==> src/rtl/lsu_mem_port.sv <==
// lsu_mem_port: load/store initiator between the execute stage and a
// byte-strobed data RAM. One request is accepted at a time. It is checked for
// errors, then either sent to the RAM for MEM_LATENCY cycles or answered at
// once with an error. The response waits until the consumer takes it.
//
// Optional feature: define LSU_MISALIGN_TRAP_EN to reject misaligned half and
// word accesses. When it is undefined, misaligned accesses go to the RAM,
// which resolves byte lanes from any address.
//
// Handshakes: a transfer happens on a rising edge where valid and ready are
// both high. The request fields must be stable while req_valid is high.
// rsp_rdata and rsp_err are stable while rsp_valid is high and rsp_ready is
// low.
module lsu_mem_port #(
    parameter int MEM_LATENCY = 1,
    parameter int MEM_BYTES   = 256
) (
    input  logic        clk,
    input  logic        rst_n,
    // request channel
    input  logic        req_valid,
    output logic        req_ready,
    input  logic        req_we,
    input  logic [1:0]  req_size,
    input  logic        req_unsigned,
    input  logic [31:0] req_addr,
    input  logic [31:0] req_wdata,
    // response channel
    output logic        rsp_valid,
    input  logic        rsp_ready,
    output logic [31:0] rsp_rdata,
    output logic        rsp_err,
    // RAM side
    output logic [31:0] mem_read_addr,
    output logic [31:0] mem_write_addr,
    output logic        mem_read_enable,
    output logic        mem_write_enable,
    output logic [3:0]  mem_read_strb,
    output logic [3:0]  mem_write_strb,
    output logic [31:0] mem_write_data,
    input  logic [31:0] mem_read_data,
    // debug: current FSM state (0 idle, 1 access, 2 response)
    output logic [1:0]  o_dbg_state
);

    typedef enum logic [1:0] {
        S_IDLE   = 2'd0,
        S_ACCESS = 2'd1,
        S_RESP   = 2'd2
    } state_t;

    state_t      r_state;
    state_t      w_next_state;

    // latched request
    logic        r_we;
    logic [1:0]  r_size;
    logic        r_unsigned;
    logic [31:0] r_wdata;
    logic [31:0] r_mem_addr;
    logic [3:0]  r_cnt;

    // response registers
    logic [31:0] r_rdata;
    logic        r_err;

    // request decode
    logic        w_accept;
    logic [1:0]  w_nbytes_m1;
    logic [32:0] w_last_byte;
    logic        w_size_err;
    logic        w_range_err;
    logic        w_align_err;
    logic        w_req_err;

    // access decode
    logic [3:0]  w_strb;
    logic [31:0] w_load_ext;
    logic        w_access_done;

    assign w_accept = req_valid & req_ready;

    // Classify the incoming request. The last byte index is formed in 33 bits
    // so that an address near 0xFFFFFFFF cannot wrap back into range.
    always_comb begin
        case (req_size)
            2'b00:   w_nbytes_m1 = 2'd0;
            2'b01:   w_nbytes_m1 = 2'd1;
            default: w_nbytes_m1 = 2'd3;
        endcase
        w_last_byte = {1'b0, req_addr} + {31'b0, w_nbytes_m1};
        w_size_err  = (req_size == 2'b11);
        w_range_err = (w_last_byte >= 33'(MEM_BYTES));
`ifdef LSU_MISALIGN_TRAP_EN
        w_align_err = ((req_size == 2'b01) && req_addr[0]) ||
                      ((req_size == 2'b10) && (req_addr[1:0] != 2'b00));
`else
        w_align_err = 1'b0;
`endif
        w_req_err   = w_size_err | w_range_err | w_align_err;
    end

    // Decode the byte-lane strobe from the latched access size.
    always_comb begin
        case (r_size)
            2'b00:   w_strb = 4'b0001;
            2'b01:   w_strb = 4'b0011;
            2'b10:   w_strb = 4'b1111;
            default: w_strb = 4'b0000;
        endcase
    end

    // Extend the load data. Only the low lanes covered by the strobe are used.
    always_comb begin
        case (r_size)
            2'b00:   w_load_ext = {{24{~r_unsigned & mem_read_data[7]}},
                                   mem_read_data[7:0]};
            2'b01:   w_load_ext = {{16{~r_unsigned & mem_read_data[15]}},
                                   mem_read_data[15:0]};
            default: w_load_ext = mem_read_data;
        endcase
    end

    assign w_access_done = (r_state == S_ACCESS) && (r_cnt == 4'd0);

    // FSM state register.
    always_ff @(posedge clk) begin
        if (!rst_n) begin
            r_state <= S_IDLE;
        end else begin
            r_state <= w_next_state;
        end
    end

    // FSM next-state logic.
    always_comb begin
        w_next_state = r_state;
        case (r_state)
            S_IDLE: begin
                if (w_accept) begin
                    w_next_state = w_req_err ? S_RESP : S_ACCESS;
                end
            end
            S_ACCESS: begin
                if (w_access_done) begin
                    w_next_state = S_RESP;
                end
            end
            S_RESP: begin
                if (rsp_ready) begin
                    w_next_state = S_IDLE;
                end
            end
            default: w_next_state = S_IDLE;
        endcase
    end

    // Latch the request. The RAM address register changes only for requests
    // that really reach the RAM, so the address lines keep the last real
    // access while the block is idle or answering an error.
    always_ff @(posedge clk) begin
        if (!rst_n) begin
            r_we       <= 1'b0;
            r_size     <= 2'b00;
            r_unsigned <= 1'b0;
            r_wdata    <= 32'd0;
            r_mem_addr <= 32'd0;
            r_cnt      <= 4'd0;
        end else if (w_accept) begin
            r_we       <= req_we;
            r_size     <= req_size;
            r_unsigned <= req_unsigned;
            r_wdata    <= req_wdata;
            if (!w_req_err) begin
                r_mem_addr <= req_addr;
                r_cnt      <= 4'(MEM_LATENCY - 1);
            end
        end else if ((r_state == S_ACCESS) && (r_cnt != 4'd0)) begin
            r_cnt <= r_cnt - 4'd1;
        end
    end

    // Response data and error flag. Load data is captured in the last access
    // cycle. Both registers are cleared when the consumer takes the response.
    always_ff @(posedge clk) begin
        if (!rst_n) begin
            r_rdata <= 32'd0;
            r_err   <= 1'b0;
        end else if (w_accept) begin
            r_rdata <= 32'd0;
            r_err   <= w_req_err;
        end else if (w_access_done) begin
            if (!r_we) begin
                r_rdata <= w_load_ext;
            end
        end else if ((r_state == S_RESP) && rsp_ready) begin
            r_rdata <= 32'd0;
            r_err   <= 1'b0;
        end
    end

    // FSM outputs: the handshake signals and the RAM controls. The RAM is
    // driven only in ACCESS. The address lines always show the latched
    // address.
    always_comb begin
        req_ready        = rst_n && (r_state == S_IDLE);
        rsp_valid        = (r_state == S_RESP);
        mem_read_addr    = r_mem_addr;
        mem_write_addr   = r_mem_addr;
        mem_read_enable  = 1'b0;
        mem_write_enable = 1'b0;
        mem_read_strb    = 4'b0000;
        mem_write_strb   = 4'b0000;
        mem_write_data   = 32'd0;
        if (r_state == S_ACCESS) begin
            if (r_we) begin
                mem_write_enable = 1'b1;
                mem_write_strb   = w_strb;
                mem_write_data   = r_wdata;
            end else begin
                mem_read_enable  = 1'b1;
                mem_read_strb    = w_strb;
            end
        end
    end

    assign rsp_rdata   = r_rdata;
    assign rsp_err     = r_err;
    assign o_dbg_state = r_state;

endmodule

==> config.mk <==
export PLATFORM = sky130hd
export DESIGN_NAME = lsu_mem_port
export DESIGN_NICKNAME = d
export VERILOG_FILES = /design/src/rtl/lsu_mem_port.sv
export SDC_FILE = /design/constraint.sdc
export NUM_CORES = 1
export LEC_CHECK = 0
export ABC_AREA = 1
export ABC_CLOCK_PERIOD_IN_PS = 5700
export BUFFER_PORTS_ARGS = -buffer_cell sky130_fd_sc_hd__buf_4
export CAP_MARGIN = 5
export CORE_ASPECT_RATIO = 2
export CORE_UTILIZATION = 50
export CTS_CLUSTER_SIZE = 24
export DETAILED_ROUTE_END_ITERATION = 7
export PLACE_DENSITY = 0.85
export RECOVER_POWER = 50
export SLEW_MARGIN = 10
export SYNTH_ARGS = -nofsm -noshare
export SYNTH_HDL_FRONTEND = slang
export SYNTH_SLANG_ARGS = --single-unit
==> constraint.sdc <==
create_clock -name clk -period 5.7 [get_ports clk]
set_input_delay 1.14 -clock clk [delete_from_list [all_inputs] [get_ports clk]]
set_output_delay 1.14 -clock clk [all_outputs]
set_load 0.02 [all_outputs]
==> impl_metrics.yaml <==
outcome:
  status: "complete, but fails checks"
  violations: "max-capacitance violations, max-slew violations"
sta:
  min_period_over_period_pct: 76.6
  maxSlewHeadroom_pct: -82.8
  layout_setup_ws_ps: 1330
  rsz0062_at_grt: "false"
  report.final.slew_viol_count: 69
  min_period_ps: 4370
  setup_tns_ps: 0
  tightestPinTransition_ps: 2740
  fmax_mhz: 229
  skew_ps: 12.7
  hold_viol: 0
  setup_viol: 0
finish:
  final_layout_size_suffix_gt1_share_pct: 17.8
  nFillCells: 1064
  diodes: 0
  fin_util_pct: 66.1
  nets: 1110
  register_area_sq_um: 2140
  area_growth_syn_to_layout_pct: 28.6
  multi_input_area_sq_um: 2530
yosys:
  synth_cell_types: 34
  synth_nets: 915
  ys_seq_area_share_pct: 39.8
  synth_area_sq_um: 5380
  synth-seq-cells: 107
  synthCells: 803
  syn_area_per_cell_sq_um: 6.70
  ys_warn_count: 0
die:
  initial_core_util_pct: 51.4
  dieArea_sq_um: 11200
  pin_count: 247
  die_y_microns: 149
  num_rows: 53
  core-area_sq_um: 10500
  die_w_microns: 75.4
clock_network:
  cts_buffers: 9
  root_buffer: "clkbuf_16"
  postCtsSetupRepairBufs: 0
  tritoncts: "built"
  clock-sinks: 107
  path_clk_slew_ps: 70
  clock_path_buffers: 2
  clock_latency_ps: 350
  postCtsHoldBufs: 0
  cts_resized: 0
  cts_htree_levels: 3
power:
  vdd_drop_max_uv: 147
  p_leak_uw: 0.00293
  p_per_area_nw_per_um2: 226
routing:
  routed_wl_microns: 16600
  remaining_drc_errors: 0
  antenna_left: 0
  drtIter0Drc: 260
  drt_pass1_iterations: 5
  via_per_inst: 5.01
  wire_per_inst_microns: 14.6
  vias: 5710
setup_path:
  path_buf_inv: 5
  cp-start-kind: "primary input"
  path_cells: "clkbuf_1 -> inv_1 -> nor2_1 -> nand2_1 -> inv_1 -> nor2_1 -> clkinv_1 -> clkbuf_1 -> o21ai_0"
  path_class: "primary input to flop"
  critical_path.max_stage_delay_ps: 1930
  r2r_setup_slack_ps: 1760
  slowest_stage: "clkbuf_1"
  worstPathMaxFanout: 68
  end_kind: "flop"
  crit_required_ps: 5790
  arrival_ps: 4460
  critPathTopFamily: "buffers and inverters"
placement:
  place.gp.congestion: 0.944
  place_ws_ps: 1350
  place_hpwl_microns: 12900
  portBuffers: 246
global_route:
  antenna_found_initial: 0
  grt_pass1_wl_microns: 24500
  grt_max_degree: 69
  first_global_vias: 5179
  overflow: 0
  grt_util_all_layers_pct: 28.8
worst_hold_path:
  worstHoldPathType: "flop to flop"
flow_run:
  maxCapViolCount: 1
==> cell families after synthesis <==
logic type,after synthesis,share of synthesized area (%)
DFF,107,39.8
AOI/OAI and AO/OA,119,11.6
and+or+nand+nor,418,32.7
adders and majority gates,8,2.00
xor gates and xnor gates,5,0.814
buffers and inverters,146,13.1
==> synthesized netlist by cell type (all sizes together) <==
master  count  share of area (%)
o211ai      2               0.37
clkbuf     26                1.8
o31ai       1               0.14
ha          7                1.6
fa          1               0.37
or2         2               0.23
o21ai      61                5.7
o21bai      4               0.56
xor2        3               0.49
nand3      25                2.6
buf        39                5.6
xnor2       2               0.33
inv        79                5.5
nand2     242                 17
clkinv      2               0.14
and2        2               0.23
nand4      16                1.9
nor2      118                8.9
dfxtp     107                 40
a21oi      48                4.5
o22ai       2               0.23
nand3b      7               0.98
a31oi       1               0.12
nor3        6               0.86
==> worst reg2reg max path, delay by kind of cell (launching register included) <==
| kind | cells | cell delay (ps) |
|---|---|---|
| compound gates | 1 | 370 |
| buf+inv | 4 | 2450 |
| simple gates | 4 | 500 |
| flops | 1 | 370 |
==> power breakdown <==
group          internal (uW)  switching (uW)  leakage, uW  total [uW]
clock                    307             291     0.000138         597
sequential               768            7.31     0.000869         776
combinational           77.2             111      0.00193         189
==> cell type report <==
| cell class | count | area share, % |
|---|---|---|
| tap | 137 | 2.48 |
| sequential | 107 | 30.9 |
| clock inverter | 6 | 0.886 |
| timing repair buffer | 249 | 21.4 |
| multi-input combinational | 550 | 36.6 |
| inverter | 81 | 4.39 |
| clock buffer | 10 | 3.31 |
==> state kept, by name, indices dropped and copies added, names as in the netlist <==
register       count
mem_read_addr     32
r_cnt              4
rsp_err            1
r_we               1
o_dbg_state        2
r_wdata           32
r_size             2
rsp_rdata         32
r_unsigned         1
==> per-layer routing <==
layer / global-route usage, % / vias to the layer above / part of all wire [%]
met5: 0 / - / 0
met4: 17.1 / 0 / 5.8
met3: 5.00 / 56 / 5.6
met2: 53.7 / 217 / 55
met1: 28.0 / 2570 / 34
li1: - / 2867 / -
==> worst paths after layout <==
path	startpoint	to	depth (start not counted)
setup / recovery	rst_n	r_wdata[31]$_SDFFE_PN0P_	9
hold / removal	mem_read_addr[23]$_SDFFE_PN0P_	mem_read_addr[23]$_SDFFE_PN0P_	2
setup reg to reg	o_dbg_state[0]$_SDFFE_PN0P_	r_wdata[31]$_SDFFE_PN0P_	9
hold reg to reg	mem_read_addr[23]$_SDFFE_PN0P_	mem_read_addr[23]$_SDFFE_PN0P_	2
==> cells in the final DEF, fill, tap and decap left out, types with 2 or more instances in the layout <==
master	count
xor2_1	3
or2_2	2
clkinv_4	2
nor2_1	109
o21ai_0	60
ha_1	7
clkinv_1	3
buf_4	145
nor2_4	3
o21bai_1	4
xnor2_1	2
o22ai_1	2
inv_1	78
a21oi_1	47
clkbuf_16	9
nand2_2	3
dfxtp_1	107
nand3_1	24
nand2_1	239
clkbuf_1	105
nor3_1	4
nand3b_1	7
and2_1	2
nand4_1	16
nor2_2	6
==> through the flow <==
| stage | area, sq um | hold WS, ps | std cells | total power [uW] |
|---|---|---|---|---|
| floorplan | 5380 | 426 | 803 | 883 |
| global placement | 7020 | 441 | 1124 | 978 |
| detailed placement | 7020 | 445 | 1124 | 982 |
| CTS | 7310 | 456 | 1140 | 1570 |
| global route | 6920 | 478 | 1140 | 1620 |
| finish | 6920 | 457 | 1140 | 1560 |
(Power assumes the default switching activity.)
